$ cat src/rtl/boot_pkg.sv
// boot_pkg: shared states, target encodings and store codes for mem_boot_loader
package boot_pkg;
    typedef enum logic [1:0] {LOAD, DRAIN, RUN, ERROR} state_t;
    localparam logic IMEM = 1'b0;
    localparam logic DMEM = 1'b1;
    localparam logic [2:0] ST_WORD = 3'b010;
    localparam logic [2:0] ST_DWORD = 3'b011;
endpackage

$ cat src/rtl/boot_checksum.sv
// boot_checksum: running modular sum of load words, compared against an expected value
module boot_checksum #(
    parameter int DATA_W = 32
) (
    input  logic              clk,
    input  logic              reset,
    input  logic              clr,
    input  logic              add,
    input  logic [DATA_W-1:0] data,
    input  logic [DATA_W-1:0] expected,
    output logic              mismatch
);
    logic [DATA_W-1:0] sum;
    logic [DATA_W-1:0] sum_nx;

    assign sum_nx   = sum + data;
    assign mismatch = sum_nx != expected;

    // accumulate each accepted word; clearing takes priority
    always_ff @(posedge clk or negedge reset) begin
        if (!reset) sum <= '0;
        else if (clr) sum <= '0;
        else if (add) sum <= sum_nx;
    end
endmodule

$ cat src/rtl/mem_boot_loader.sv
// mem_boot_loader: streams a program image into imem/dmem, then hands dmem to the CPU; BOOT_CHECKSUM_EN adds image checksum verification
module mem_boot_loader
    import boot_pkg::*;
#(
    parameter int              DATA_W    = 32,
    parameter int              ADDR_W    = 32,
    parameter bit              AUTO_INC  = 1'b0,
    parameter logic [ADDR_W-1:0] BASE_ADDR = '0,
    parameter int              CNT_W     = 16
) (
    input  logic              clk,
    input  logic              reset,
    input  logic              boot_req,
    input  logic              ld_valid,
    output logic              ld_ready,
    input  logic [DATA_W-1:0] ld_data,
    input  logic [ADDR_W-1:0] ld_addr,
    input  logic              ld_tgt,
    input  logic              ld_last,
    input  logic [DATA_W-1:0] chk_expected,
    output logic              cpu_reset,
    input  logic              cpu_memwrite,
    input  logic [ADDR_W-1:0] cpu_adr,
    input  logic [DATA_W-1:0] cpu_wdata,
    input  logic [2:0]        cpu_funct3,
    output logic              dmem_we,
    output logic [ADDR_W-1:0] dmem_adr,
    output logic [DATA_W-1:0] dmem_wdata,
    output logic [2:0]        dmem_store,
    output logic              imem_we,
    output logic [ADDR_W-1:0] imem_adr,
    output logic [DATA_W-1:0] imem_wdata,
    output logic              boot_done,
    output logic              boot_err,
    output logic [CNT_W-1:0]  word_cnt
);
    localparam logic [2:0] ST_CODE = (DATA_W == 64) ? ST_DWORD : ST_WORD;

    state_t            state, state_nx;
    logic              accept, go_load, chk_bad, run;
    logic              wr_vld, wr_tgt;
    logic [ADDR_W-1:0] wr_adr, adr_nx;
    logic [DATA_W-1:0] wr_dat;

    assign run      = state == RUN;
    assign ld_ready = state == LOAD;
    assign accept   = ld_valid && ld_ready;
    assign go_load  = (state == RUN || state == ERROR) && boot_req;
    assign adr_nx   = AUTO_INC ? BASE_ADDR + (ADDR_W'(word_cnt) << $clog2(DATA_W / 8)) : ld_addr;

`ifdef BOOT_CHECKSUM_EN
    logic mismatch;
    boot_checksum #(.DATA_W(DATA_W)) u_checksum (
        .clk      (clk),
        .reset    (reset),
        .clr      (go_load),
        .add      (accept),
        .data     (ld_data),
        .expected (chk_expected),
        .mismatch (mismatch)
    );
    assign chk_bad  = ld_last && mismatch;
    assign boot_err = state == ERROR;
`else
    logic unused_chk;
    assign unused_chk = ^chk_expected;
    assign chk_bad    = 1'b0;
    assign boot_err   = 1'b0;
`endif

    // state register
    always_ff @(posedge clk or negedge reset) begin
        if (!reset) state <= LOAD;
        else state <= state_nx;
    end

    // next state: last beat leaves LOAD, DRAIN lasts one cycle, boot_req reloads
    always_comb begin
        state_nx = state;
        case (state)
            LOAD:    state_nx = (accept && ld_last) ? (chk_bad ? ERROR : DRAIN) : LOAD;
            DRAIN:   state_nx = RUN;
            default: state_nx = boot_req ? LOAD : state;
        endcase
    end

    // one-entry write register: each accepted beat is written the following cycle
    always_ff @(posedge clk or negedge reset) begin
        if (!reset) begin
            wr_vld <= 1'b0;
            wr_tgt <= IMEM;
            wr_adr <= '0;
            wr_dat <= '0;
        end else begin
            wr_vld <= accept;
            if (accept) begin
                wr_tgt <= ld_tgt;
                wr_adr <= adr_nx;
                wr_dat <= ld_data;
            end
        end
    end

    // saturating beat counter, cleared when a reload starts
    always_ff @(posedge clk or negedge reset) begin
        if (!reset) word_cnt <= '0;
        else if (go_load) word_cnt <= '0;
        else if (accept && !(&word_cnt)) word_cnt <= word_cnt + 1'b1;
    end

    assign cpu_reset  = !run;
    assign boot_done  = run;
    assign imem_we    = wr_vld && wr_tgt == IMEM;
    assign imem_adr   = wr_adr;
    assign imem_wdata = wr_dat;
    assign dmem_we    = run ? cpu_memwrite : wr_vld && wr_tgt == DMEM;
    assign dmem_adr   = run ? cpu_adr : wr_adr;
    assign dmem_wdata = run ? cpu_wdata : wr_dat;
    assign dmem_store = run ? cpu_funct3 : ST_CODE;
endmodule

$ cat config.mk
export PLATFORM = sky130hd
export DESIGN_NAME = mem_boot_loader
export DESIGN_NICKNAME = d
export VERILOG_FILES = /design/src/rtl/boot_pkg.sv /design/src/rtl/boot_checksum.sv /design/src/rtl/mem_boot_loader.sv
export SDC_FILE = /design/constraint.sdc
export NUM_CORES = 1
export LEC_CHECK = 0
export ABC_CLOCK_PERIOD_IN_PS = 2550
export BUFFER_PORTS_ARGS = -buffer_cell sky130_fd_sc_hd__buf_2
export CAP_MARGIN = 15
export CORE_AREA = 2 2 126 128
export CTS_BUF_LIST = sky130_fd_sc_hd__clkbuf_16
export CTS_CLUSTER_DIAMETER = 50
export CTS_CLUSTER_SIZE = 8
export DETAILED_ROUTE_END_ITERATION = 16
export DIE_AREA = 0 0 128 130
export MAX_ROUTING_LAYER = met4
export PLACE_DENSITY = 0.71
export SYNTH_ARGS = -nofsm -noshare
export SYNTH_HDL_FRONTEND = slang
export SYNTH_SLANG_ARGS = --single-unit
$ cat constraint.sdc
create_clock -name clk -period 2.55 [get_ports clk]
set_clock_uncertainty 0.15 [all_clocks]
set_input_delay 0.51 -clock clk [delete_from_list [all_inputs] [get_ports clk]]
set_output_delay 0.51 -clock clk [all_outputs]
set_load 0.01 [all_outputs]
Word-level counts from Yosys, hierarchy flattened
Index checks and enable logic that the tools add are counted.
{"block": "op_classes", "add_sub_neg": 1, "eq_ne": 3, "n_mux": 9, "n_bitwise": 1, "n_reduce_logical": 13}
{"operator": "32-bit two-way mux", "n": 2}
{"operator": "16-bit two-way mux", "n": 2}
{"operator": "16-bit by 1-bit adder with 16-bit output, second input constant", "n": 1}
{"operator": "16-bit AND reduction", "n": 1}
{"operator": "1-bit logical AND", "n": 6}
{"operator": "2-bit equality test, second input constant", "n": 2}
{"operator": "2-bit case mux with 2 select lines", "n": 1}
{"operator": "3-bit two-way mux", "n": 1}
{"operator": "3-bit nonzero test", "n": 1}
{"operator": "2-bit by 1-bit equality test with 1-bit output, second input constant", "n": 1}
{"operator": "1-bit logical NOT", "n": 2}
{"operator": "2-bit logical NOT", "n": 1}
{"operator": "1-bit two-way mux", "n": 2}
{"operator": "2-bit two-way mux", "n": 1}
{"operator": "2-bit nonzero test", "n": 1}
{"operator": "1-bit logical OR", "n": 1}
{"operator": "1-bit inverter", "n": 1}
{"block": "totals", "ff_bits": 84, "in_bits": 170, "elab_cells": 33}

Depth between registers and ports, before layout
Gate-level depths: netlist (run 1).
{"block": "logic_depth", "word_depth": 5, "depth_mapped": 7}

Worst setup path after synthesis (run 1)
Ideal clock, no wire load.
{"block": "synth_timing", "path_type": "flip-flop to output port", "from": "register state[0]", "to": "output dmem_adr[0]", "arrival_ns": 1.431, "required_ns": 1.890, "setup_slack_ns": 0.459, "stages_incl_launch_ff": 5, "path_cell_list": "dfrtp_1 nand2b_1 inv_2 clkbuf_1 mux2_2"}
{"block": "synth_between", "elab_chain_cells": 2}
{"element": "from (decl)", "line_no": "mem_boot_loader.sv:39", "rtl": "state_t state, state_nx;"}
{"element": "from (signal assigned)", "line_no": "mem_boot_loader.sv:74", "rtl": "else state <= state_nx;"}
{"element": "2-bit equality test", "line_no": "mem_boot_loader.sv:45", "rtl": "assign run = state == RUN;"}
{"element": "32-bit two-way mux", "line_no": "mem_boot_loader.sv:117", "rtl": "assign dmem_adr = run ? cpu_adr : wr_adr;"}
{"element": "to (decl)", "line_no": "mem_boot_loader.sv:27", "rtl": "output logic [ADDR_W-1:0] dmem_adr,"}
No other way between the ends.

Final worst setup path (run 1)
{"block": "layout_timing", "from": "register state[0]", "to": "output dmem_wdata[16]"}
{"block": "layout_between", "elab_chain_cells": 2}
{"element": "2-bit equality test", "line_no": "mem_boot_loader.sv:45"}
{"element": "32-bit two-way mux", "line_no": "mem_boot_loader.sv:118", "rtl": "assign dmem_wdata = run ? cpu_wdata : wr_dat;"}
{"element": "to (decl)", "line_no": "mem_boot_loader.sv:28", "rtl": "output logic [DATA_W-1:0] dmem_wdata,"}
No other way between the ends.

==> impl_metrics.csv, run 1 <==
group,metric,value,unit
setup_path,r2r_start,"word_cnt[0]",
sta,fin_crit_sh,95.3,%
cts,cts_sinks,84,
cts,cts_buffers,9,
setup_path,r2r_cells,6,
yosys,syn_nets,646,
yosys,synthCells,475,
drt,drcViolationCount,0,
cts,cts_max_path_buffers,2,
setup_path,crit_family,"buffers and inverters",
setup_path,critical_path_class,"reg2out",
outcome,outcome,"finished clean",
die,die_w,128,um
global_route,grt_pass1_wl,19600,um
sta,tns,0,ns
sta,tightest_slew,0.612,ns
finish,drive_gt1_share,51.3,%
global_route,grt_usage,15.7,%
cts,cts_tree,"yes",
setup_path,crit_cells,5,
setup_path,cp-start-kind,"flop",
cts,post_cts_resized,0,
finish,seqCellArea,0.00210,mm^2
setup_path,cp_num_buf_inv,3,
global_route,grt-ovfl-total,0,
setup_path,crit_required,1.89,ns
setup_path,crit_path_end,"dmem_wdata[16]",
die,dieArea,0.0166,mm^2
cts,postCtsHoldBufs,0,
finish,fillers,1579,
sta,slew_headroom,59.2,%
yosys,syn_area,0.00434,mm^2
die,die_y,130,um
sta,final-setup-viol-count,0,
sta,clock.fmax,411,MHz
sta,hold_viol,0,
yosys,ys_seq_area_share,48.5,%
placed_design,gp_congestion,0.807,
yosys,synth_cell_type_count,44,
global_route,use_met1,18.9,%
die,start_util,28.1,%
setup_path,cp_slowest_cell,"dfrtp_1",
cts,htreeDepth,3,
placed_design,dpl.hpwl,10400,um
drt,ant_nets,0,
finish,multiInputGateArea,0.00208,mm^2
setup_path,reg2reg_to,"word_cnt[11]",
power,peakVddDrop,0.541,mV
setup_path,crit_arrival,1.77,ns
cts,post-cts-setup-buffer-count,0,
drt,vias,4449,
die,core_area,0.0154,mm^2
die,io_pins,323,
finish,nNetsFinal,932,
setup_path,crit_path_max_incr_delay,0.40,ns
finish,diodes,0,
yosys,yosysWarnings,0,
cts,clk_pin_slew,0.07,ns
global_route,grt_max_degree,53,
global_route,grtUsageMet3,2.79,%
yosys,avgSynthCellArea,9.13,um^2
sta,rsz0062_at_grt,"no",
cts,clkLatencyLatePin,0.34,ns
power,leakagePower,3.48,nW
job,max_cap_viol_count,0,
sta,maxSlewViolCount,0,
global_route,antenna_found_initial,0,
placed_design,portBuffers,289,
yosys,synth-seq-cells,84,
global_route,grt_use_met2,26.2,%
setup_path,crit_fanout,26,
drt,routed_via_density,4.64,
die,fp-row-count,46,
drt,wl_per_cell,14.9,um
finish,syn_to_final_growth,46.2,%
global_route,grt_busiest_layer,"met2",
setup_path,crit_chain,"nand2b_4 > inv_4 > buf_12 > mux2_2 > buf_2",
setup_path,end_kind,"output pin",
finish,utilization,41.1,%
drt,drt_first_pass_iters,4,
hold_path,hold_path_class,"in2async",
global_route,grt_pass1_vias,3833,
setup_path,startpoint,"state[0]",
setup_path,rrSetupSlack,0.32,ns
sta,period_needed,2.43,ns
drt,wirelength,14300,um
drt,drt-initial-drc-count,188,
sta,timing.hold.ws,0.0355,ns
cts,ctsRootBufferMaster,"clkbuf_16",
power,powerDensity,1220,mW/mm^2
-- state kept, by name, indices dropped and copies added, names as in the netlist --
| register | count |
|---|---|
| state | 2 |
| wr_tgt | 1 |
| imem_wdata | 32 |
| word_cnt | 16 |
| wr_vld | 1 |
| imem_adr | 32 |
-- metrics by stage --
step                setup WS, ns  power [W]  instance area [um^2]  instances
floorplan                  0.459    0.00465                  4340        475
global placement           0.233    0.00634                  6010        940
detailed placement         0.224    0.00642                  6010        940
CTS                       0.0177    0.00770                  6280        956
global route              0.0358    0.00832                  6340        958
finish                     0.119    0.00772                  6340        958
-- cells in the mapped netlist (all sizes together) --
library cell,n,area share (%)
a21boi,3,0.52
a21oi,1,0.12
a2bb2oi,1,0.20
a311o,1,0.23
a31oi,1,0.14
a32oi,1,0.20
and2,3,0.43
and4b,1,0.23
buf,8,1.1
clkbuf,20,1.7
conb,1,0.086
dfrtp,84,48
ha,1,0.29
inv,10,0.87
mux2,64,17
mux2i,2,0.46
nand2,210,18
nand2b,4,0.58
nand3,7,1.0
nand4,4,0.87
nand4b,1,0.20
nor2,3,0.26
nor2b,1,0.14
nor3,2,0.23
nor4,4,0.72
o211ai,4,0.69
o21ai,7,0.81
o221ai,4,0.81
o311ai,1,0.20
o31ai,3,0.52
o41ai,1,0.20
or2,2,0.29
or3,3,0.43
or3b,1,0.20
or4,11,1.9
-- cell families (layout without fill, tap and decap cells) --
| family | count (synthesis) | after routing | share of synthesized area (%) |
|---|---|---|---|
| AO/OA/AOI/OAI | 28 | 28 | 4.65 |
| adder cells (fa/ha/maj) | 1 | 1 | 0.289 |
| buffers and inverters | 38 | 329 | 3.69 |
| flip-flops | 84 | 84 | 48.5 |
| multiplexers | 66 | 66 | 17.1 |
| other | 1 | 1 | 0.0865 |
| AND/OR/NAND/NOR | 257 | 257 | 25.7 |
-- worst min-delay path by stage --
stage | startpoint | to | slack, ns | depth (start not counted)
global route | reset | word_cnt[12] | 0.08 | 1
global placement | imem_wdata[17] | imem_wdata[17] | 0.33 | 2
CTS | reset | word_cnt[1] | 0.05 | 1
floorplan | reset | imem_adr[0] | 0.06 | 0
finish | reset | word_cnt[12] | 0.04 | 1
detailed placement | imem_adr[8] | imem_adr[8] | 0.33 | 2
-- layer usage --
layer  part of all wire, %  wire (um)  up-vias
li1                      -          -     2163
met1                    43       6120     2090
met2                    49       6970      182
met3                   6.4        918       14
met4                   1.7        241        0
met5                     0          0        -
-- cell usage in the layout, fill, tap and decap left out, drive strengths merged, types with 2 or more instances in the layout --
cell / count
a21boi: 3
and2: 3
buf: 302
clkbuf: 10
clkinv: 3
clkinvlp: 3
dfrtp: 84
inv: 11
mux2: 64
mux2i: 2
nand2: 210
nand2b: 4
nand3: 7
nand4: 4
nor2: 3
nor3: 2
nor4: 4
o211ai: 4
o21ai: 7
o221ai: 4
o31ai: 3
or2: 2
or3: 3
or4: 11
-- area by class of cell --
type | instances | share of cell area (%)
clock inverter | 7 | 0.829
timing repair buffer | 303 | 25.2
sequential | 84 | 33.2
clock buffer | 9 | 3.55
tap | 192 | 3.79
inverter | 10 | 0.632
multi-input combinational | 353 | 32.9
-- power by group --
part           internal, W  switching (W)
clock network     0.000663       0.000564
logic              0.00189        0.00216
registers          0.00190       0.000543
total              0.00446        0.00326
Power figures use the tool's default switching activity.
==> run 2, diff against run 1 <==
--- a/config.mk
+++ b/config.mk
@@ -6,16 +6,16 @@
 export NUM_CORES = 1
 export LEC_CHECK = 0
 export ABC_CLOCK_PERIOD_IN_PS = 2550
-export BUFFER_PORTS_ARGS = -buffer_cell sky130_fd_sc_hd__buf_2
 export CAP_MARGIN = 15
-export CORE_AREA = 2 2 126 128
+export CORE_AREA = 2 2 124 126
 export CTS_BUF_LIST = sky130_fd_sc_hd__clkbuf_16
 export CTS_CLUSTER_DIAMETER = 50
 export CTS_CLUSTER_SIZE = 8
 export DETAILED_ROUTE_END_ITERATION = 16
-export DIE_AREA = 0 0 128 130
+export DIE_AREA = 0 0 126 128
+export DONT_BUFFER_PORTS = 1
 export MAX_ROUTING_LAYER = met4
-export PLACE_DENSITY = 0.71
+export PLACE_DENSITY = 0.54
 export SYNTH_ARGS = -nofsm -noshare
 export SYNTH_HDL_FRONTEND = slang
 export SYNTH_SLANG_ARGS = --single-unit
==> impl_metrics.csv, run 2 (synthesized netlist as in run 1, its figures left out) <==
group,metric,value,unit
outcome,outcome,"finished with violations",
outcome,failed_checks,"negative hold slack",
setup_path,cp-start-kind,"flop",
placed_design,placedCellCount,647,
die,die_w,126,um
job,max_cap_viol_count,0,
drt,drt_first_pass_iters,4,
sta,clock.fmax,408,MHz
sta,tns,0,ns
setup_path,r2r_start,"word_cnt[1]",
sta,hold_viol,84,
drt,wl_per_cell,17.7,um
sta,timing.hold.ws,-0.291,ns
drt,drt-initial-drc-count,177,
setup_path,r2r_cells,6,
drt,vias,3416,
global_route,grt_usage,14.5,%
setup_path,crit_fanout,34,
finish,syn_to_final_growth,12.5,%
global_route,grt_pass1_wl,17900,um
finish,seqCellArea,0.00210,mm^2
setup_path,crit_family,"multiplexers",
setup_path,crit_chain,"nand2b_1 > inv_2 > buf_12 > mux2_2",
drt,ant_nets,0,
global_route,grt_pass1_vias,3373,
sta,period_needed,2.45,ns
die,start_util,29.2,%
sta,tightest_slew,0.613,ns
cts,htreeDepth,3,
sta,final-setup-viol-count,0,
setup_path,crit_cells,4,
placed_design,dpl.hpwl,8680,um
cts,cts_max_path_buffers,2,
cts,clkLatencyLatePin,0.34,ns
placed_design,gp_congestion,0.811,
cts,cts_sinks,84,
finish,multiInputGateArea,0.00208,mm^2
global_route,antenna_found_initial,1,
finish,fin_cells,664,
finish,drive_gt1_share,20.6,%
power,peakVddDrop,0.525,mV
drt,drcViolationCount,0,
setup_path,end_kind,"output pin",
drt,wirelength,11700,um
setup_path,rrSetupSlack,0.20,ns
die,core_area,0.0149,mm^2
finish,final_cell_mix,"nand2_1 (210), dfrtp_1 (84), mux2_2 (64)",
cts,cts_buffers,9,
sta,maxSlewViolCount,0,
drt,routed_via_density,5.14,
sta,fin_crit_sh,96.0,%
power,leakagePower,2.28,nW
cts,cts_tree,"yes",
die,fp-row-count,45,
finish,nNetsFinal,641,
setup_path,crit_arrival,1.79,ns
sta,slew_headroom,58.8,%
power,powerDensity,1360,mW/mm^2
finish,fillers,1566,
die,die_y,128,um
setup_path,crit_required,1.89,ns
finish,mostFrequentLayoutCell,"nand2_1",
die,dieArea,0.0161,mm^2
global_route,grt-ovfl-total,0,
cts,clk_pin_slew,0.06,ns
hold_path,hold_path_class,"in2async",
setup_path,cp_num_buf_inv,2,
placed_design,portBuffers,0,
setup_path,reg2reg_to,"word_cnt[9]",
setup_path,critical_path_class,"reg2out",
sta,rsz0062_at_grt,"no",
setup_path,startpoint,"state[0]",
global_route,grt_max_degree,85,
die,io_pins,323,
cts,post_cts_resized,0,
setup_path,cp_slowest_cell,"mux2_2",
setup_path,crit_path_max_incr_delay,0.41,ns
setup_path,crit_path_end,"dmem_wdata[13]",
cts,post-cts-setup-buffer-count,0,
cts,ctsRootBufferMaster,"clkbuf_16",
run 2: cell count changes in the layout (fill, tap and decap cells not counted), sizes merged:
cell	delta
clkinvlp	-3
buf	-290
inv	+1
clkbuf	-1
diode	+1
bufinv	+2
run 2: worst min path at each step:
| stage | startpoint | to | slack [ns] | depth (start not counted) |
|---|---|---|---|---|
| global placement | reset | word_cnt[15] | 0.07 | 0 |
| floorplan | reset | imem_adr[0] | 0.06 | 0 |
| CTS | reset | imem_adr[12] | -0.31 | 0 |
| global route | reset | word_cnt[4] | -0.31 | 0 |
| finish | reset | word_cnt[4] | -0.29 | 0 |
| detailed placement | reset | word_cnt[14] | 0.07 | 0 |
run 2: final cells by class:
| cell class | instances | area share [%] |
|---|---|---|
| inverters | 10 | 0.770 |
| flip-flops and latches | 84 | 43.1 |
| clock buffers | 9 | 4.62 |
| diodes | 1 | 0.0513 |
| multi-input cells | 353 | 42.6 |
| clock inverters | 7 | 1.72 |
| well taps | 188 | 4.82 |
| repair buffers | 12 | 2.36 |
run 2: where the power goes:
part / switching, W / internal [W] / leakage [nW]
sequential: 0.000830 / 0.00190 / 1.06
clock: 0.000521 / 0.000846 / 0.157
combinational: 0.00148 / 0.00103 / 1.06
total: 0.00283 / 0.00378 / 2.28
run 2: routing by layer:
layer | part of all wire, % | wire length, um | vias to the layer above | global-route usage (%)
met5 | 0 | 0 | - | -
met4 | 1.6 | 193 | 0 | 6.01
met3 | 8.5 | 992 | 13 | 3.67
met2 | 51 | 5950 | 189 | 23.4
met1 | 39 | 4600 | 1639 | 17.2
li1 | - | - | 1575 | -
run 2: through the flow:
step	util [%]	hold slack (ns)	setup WS, ns	total power (W)	area (um^2)
final	32.8	-0.291	0.101	0.00661	4880
after detailed placement	30.7	0.0663	0.205	0.00530	4570
after global routing	32.8	-0.310	0.0167	0.00708	4880
after CTS	32.8	-0.311	0.0610	0.00672	4870
after global placement	30.7	0.0661	0.287	0.00524	4570
after floorplan	-	0.0644	0.459	0.00465	4340
==> run 3, diff against run 2 <==
--- a/config.mk
+++ b/config.mk
@@ -7,15 +7,15 @@
 export LEC_CHECK = 0
 export ABC_CLOCK_PERIOD_IN_PS = 2550
 export CAP_MARGIN = 15
-export CORE_AREA = 2 2 124 126
+export CORE_AREA = 4 4 123 125
 export CTS_BUF_LIST = sky130_fd_sc_hd__clkbuf_16
 export CTS_CLUSTER_DIAMETER = 50
 export CTS_CLUSTER_SIZE = 8
 export DETAILED_ROUTE_END_ITERATION = 16
-export DIE_AREA = 0 0 126 128
+export DIE_AREA = 0 0 127 129
 export DONT_BUFFER_PORTS = 1
 export MAX_ROUTING_LAYER = met4
-export PLACE_DENSITY = 0.54
+export PLACE_DENSITY_LB_ADDON = 0.2
 export SYNTH_ARGS = -nofsm -noshare
 export SYNTH_HDL_FRONTEND = slang
 export SYNTH_SLANG_ARGS = --single-unit
==> impl_metrics.csv, run 3 (synthesized netlist as in run 1, its figures left out) <==
group,metric,value,unit
drt,drcViolationCount,0,
finish,fillers,1428,
global_route,antenna_found_initial,0,
die,start_util,31.2,%
cts,cts_buffers,9,
drt,drt_first_pass_iters,4,
setup_path,crit_family,"buffers and inverters",
setup_path,crit_fanout,34,
finish,final_cell_mix,"nand2_1 (210), dfrtp_1 (84), mux2_2 (64)",
setup_path,crit_chain,"nand2b_1 > inv_2 > clkbuf_16 > mux2_2",
die,io_pins,323,
drt,vias,3358,
finish,mostFrequentLayoutCell,"nand2_1",
sta,fin_crit_sh,96.8,%
power,powerDensity,1340,mW/mm^2
cts,htreeDepth,3,
sta,tightest_slew,0.665,ns
die,die_w,127,um
cts,cts_tree,"yes",
drt,ant_nets,0,
drt,routed_via_density,5.13,
sta,timing.hold.ws,-0.295,ns
finish,fin_cells,655,
sta,period_needed,2.47,ns
global_route,grt-ovfl-total,0,
die,core_area,0.0139,mm^2
setup_path,cp-start-kind,"flop",
global_route,grt_pass1_vias,3306,
setup_path,cp_num_buf_inv,2,
global_route,grt_usage,15.1,%
power,leakagePower,2.26,nW
setup_path,end_kind,"output pin",
sta,slew_headroom,55.4,%
setup_path,crit_path_max_incr_delay,0.41,ns
sta,rsz0062_at_grt,"no",
cts,clk_pin_slew,0.06,ns
setup_path,crit_arrival,1.81,ns
placed_design,dpl.hpwl,9400,um
finish,nNetsFinal,642,
sta,hold_viol,84,
finish,drive_gt1_share,21.3,%
finish,diodes,0,
outcome,failed_checks,"negative hold slack",
sta,clock.fmax,405,MHz
finish,syn_to_final_growth,11.8,%
job,max_cap_viol_count,0,
cts,ctsRootBufferMaster,"clkbuf_16",
setup_path,critical_path_class,"reg2out",
setup_path,cp_slowest_cell,"mux2_2",
placed_design,placedCellCount,639,
finish,utilization,34.9,%
outcome,outcome,"finished with violations",
global_route,grt_max_degree,85,
cts,cts_sinks,84,
placed_design,gp_congestion,0.775,
drt,wirelength,13000,um
cts,clkLatencyLatePin,0.34,ns
drt,wl_per_cell,19.9,um
die,die_y,129,um
power,peakVddDrop,0.444,mV
die,fp-row-count,43,
die,dieArea,0.0164,mm^2
hold_path,hold_path_class,"in2async",
cts,cts_max_path_buffers,2,
global_route,grt_pass1_wl,18500,um
sta,tns,0,ns
setup_path,crit_required,1.89,ns
cts,post-cts-setup-buffer-count,0,
sta,final-setup-viol-count,0,
sta,setup_ws,0.0815,ns
drt,drt-initial-drc-count,153,
sta,maxSlewViolCount,0,
placed_design,place_ws,0.261,ns
placed_design,portBuffers,0,
==> run 3: path summary, 6_finish.rpt <==
| path | end | cells after the start | startpoint | slack, ns |
|---|---|---|---|---|
| max | dmem_adr[2] | 4 | state[0] | 0.08 |
| min | word_cnt[15] | 0 | reset | -0.29 |
| max reg2reg | word_cnt[3] | 6 | word_cnt[1] | 0.26 |
| min reg2reg | wr_tgt | 2 | wr_tgt | 0.35 |
| max in group asynchronous | imem_wdata[8] | 0 | reset | 2.41 |
| min in group clk | state[1] | 1 | boot_req | 0.11 |
==> run 3: through the flow <==
stage	instance area [um^2]	power [W]
floorplan	4340	0.00465
global placement	4560	0.00527
detailed placement	4560	0.00531
CTS	4820	0.00653
global route	4850	0.00690
finish	4850	0.00648
==> run 3: power by group <==
part	switching, W	total (W)	internal, W
registers	0.000877	0.00278	0.00190
logic	0.00148	0.00253	0.00105
clock network	0.000525	0.00117	0.000645
==> run 3: what timing repair did <==
action | 4_1_cts | 5_1_grt
endpoints found under the setup margin | 1 | 64
endpoints found under the hold margin | 84 | 84
resized for setup | 1 | 0
gates cloned | 0 | 1
==> run 3: routing by layer <==
layer  share of wire [%]  vias up  track usage (%)
met2                  51      168             25.1
met1                  40     1595             17.3
met5                   0        -                -
met4                 1.8        0             6.50
met3                 7.6       15             3.65
li1                    -     1580                -
==> run 3: cell type report <==
type | count | area (um^2) | share of cell area [%]
clock buffers | 9 | 225 | 4.65
clock inverters | 6 | 32.5 | 0.671
inverters | 10 | 37.5 | 0.775
multi-input cells | 353 | 2080 | 42.8
flip-flops and latches | 84 | 2100 | 43.4
well taps | 180 | 225 | 4.65
repair buffers | 13 | 148 | 3.05
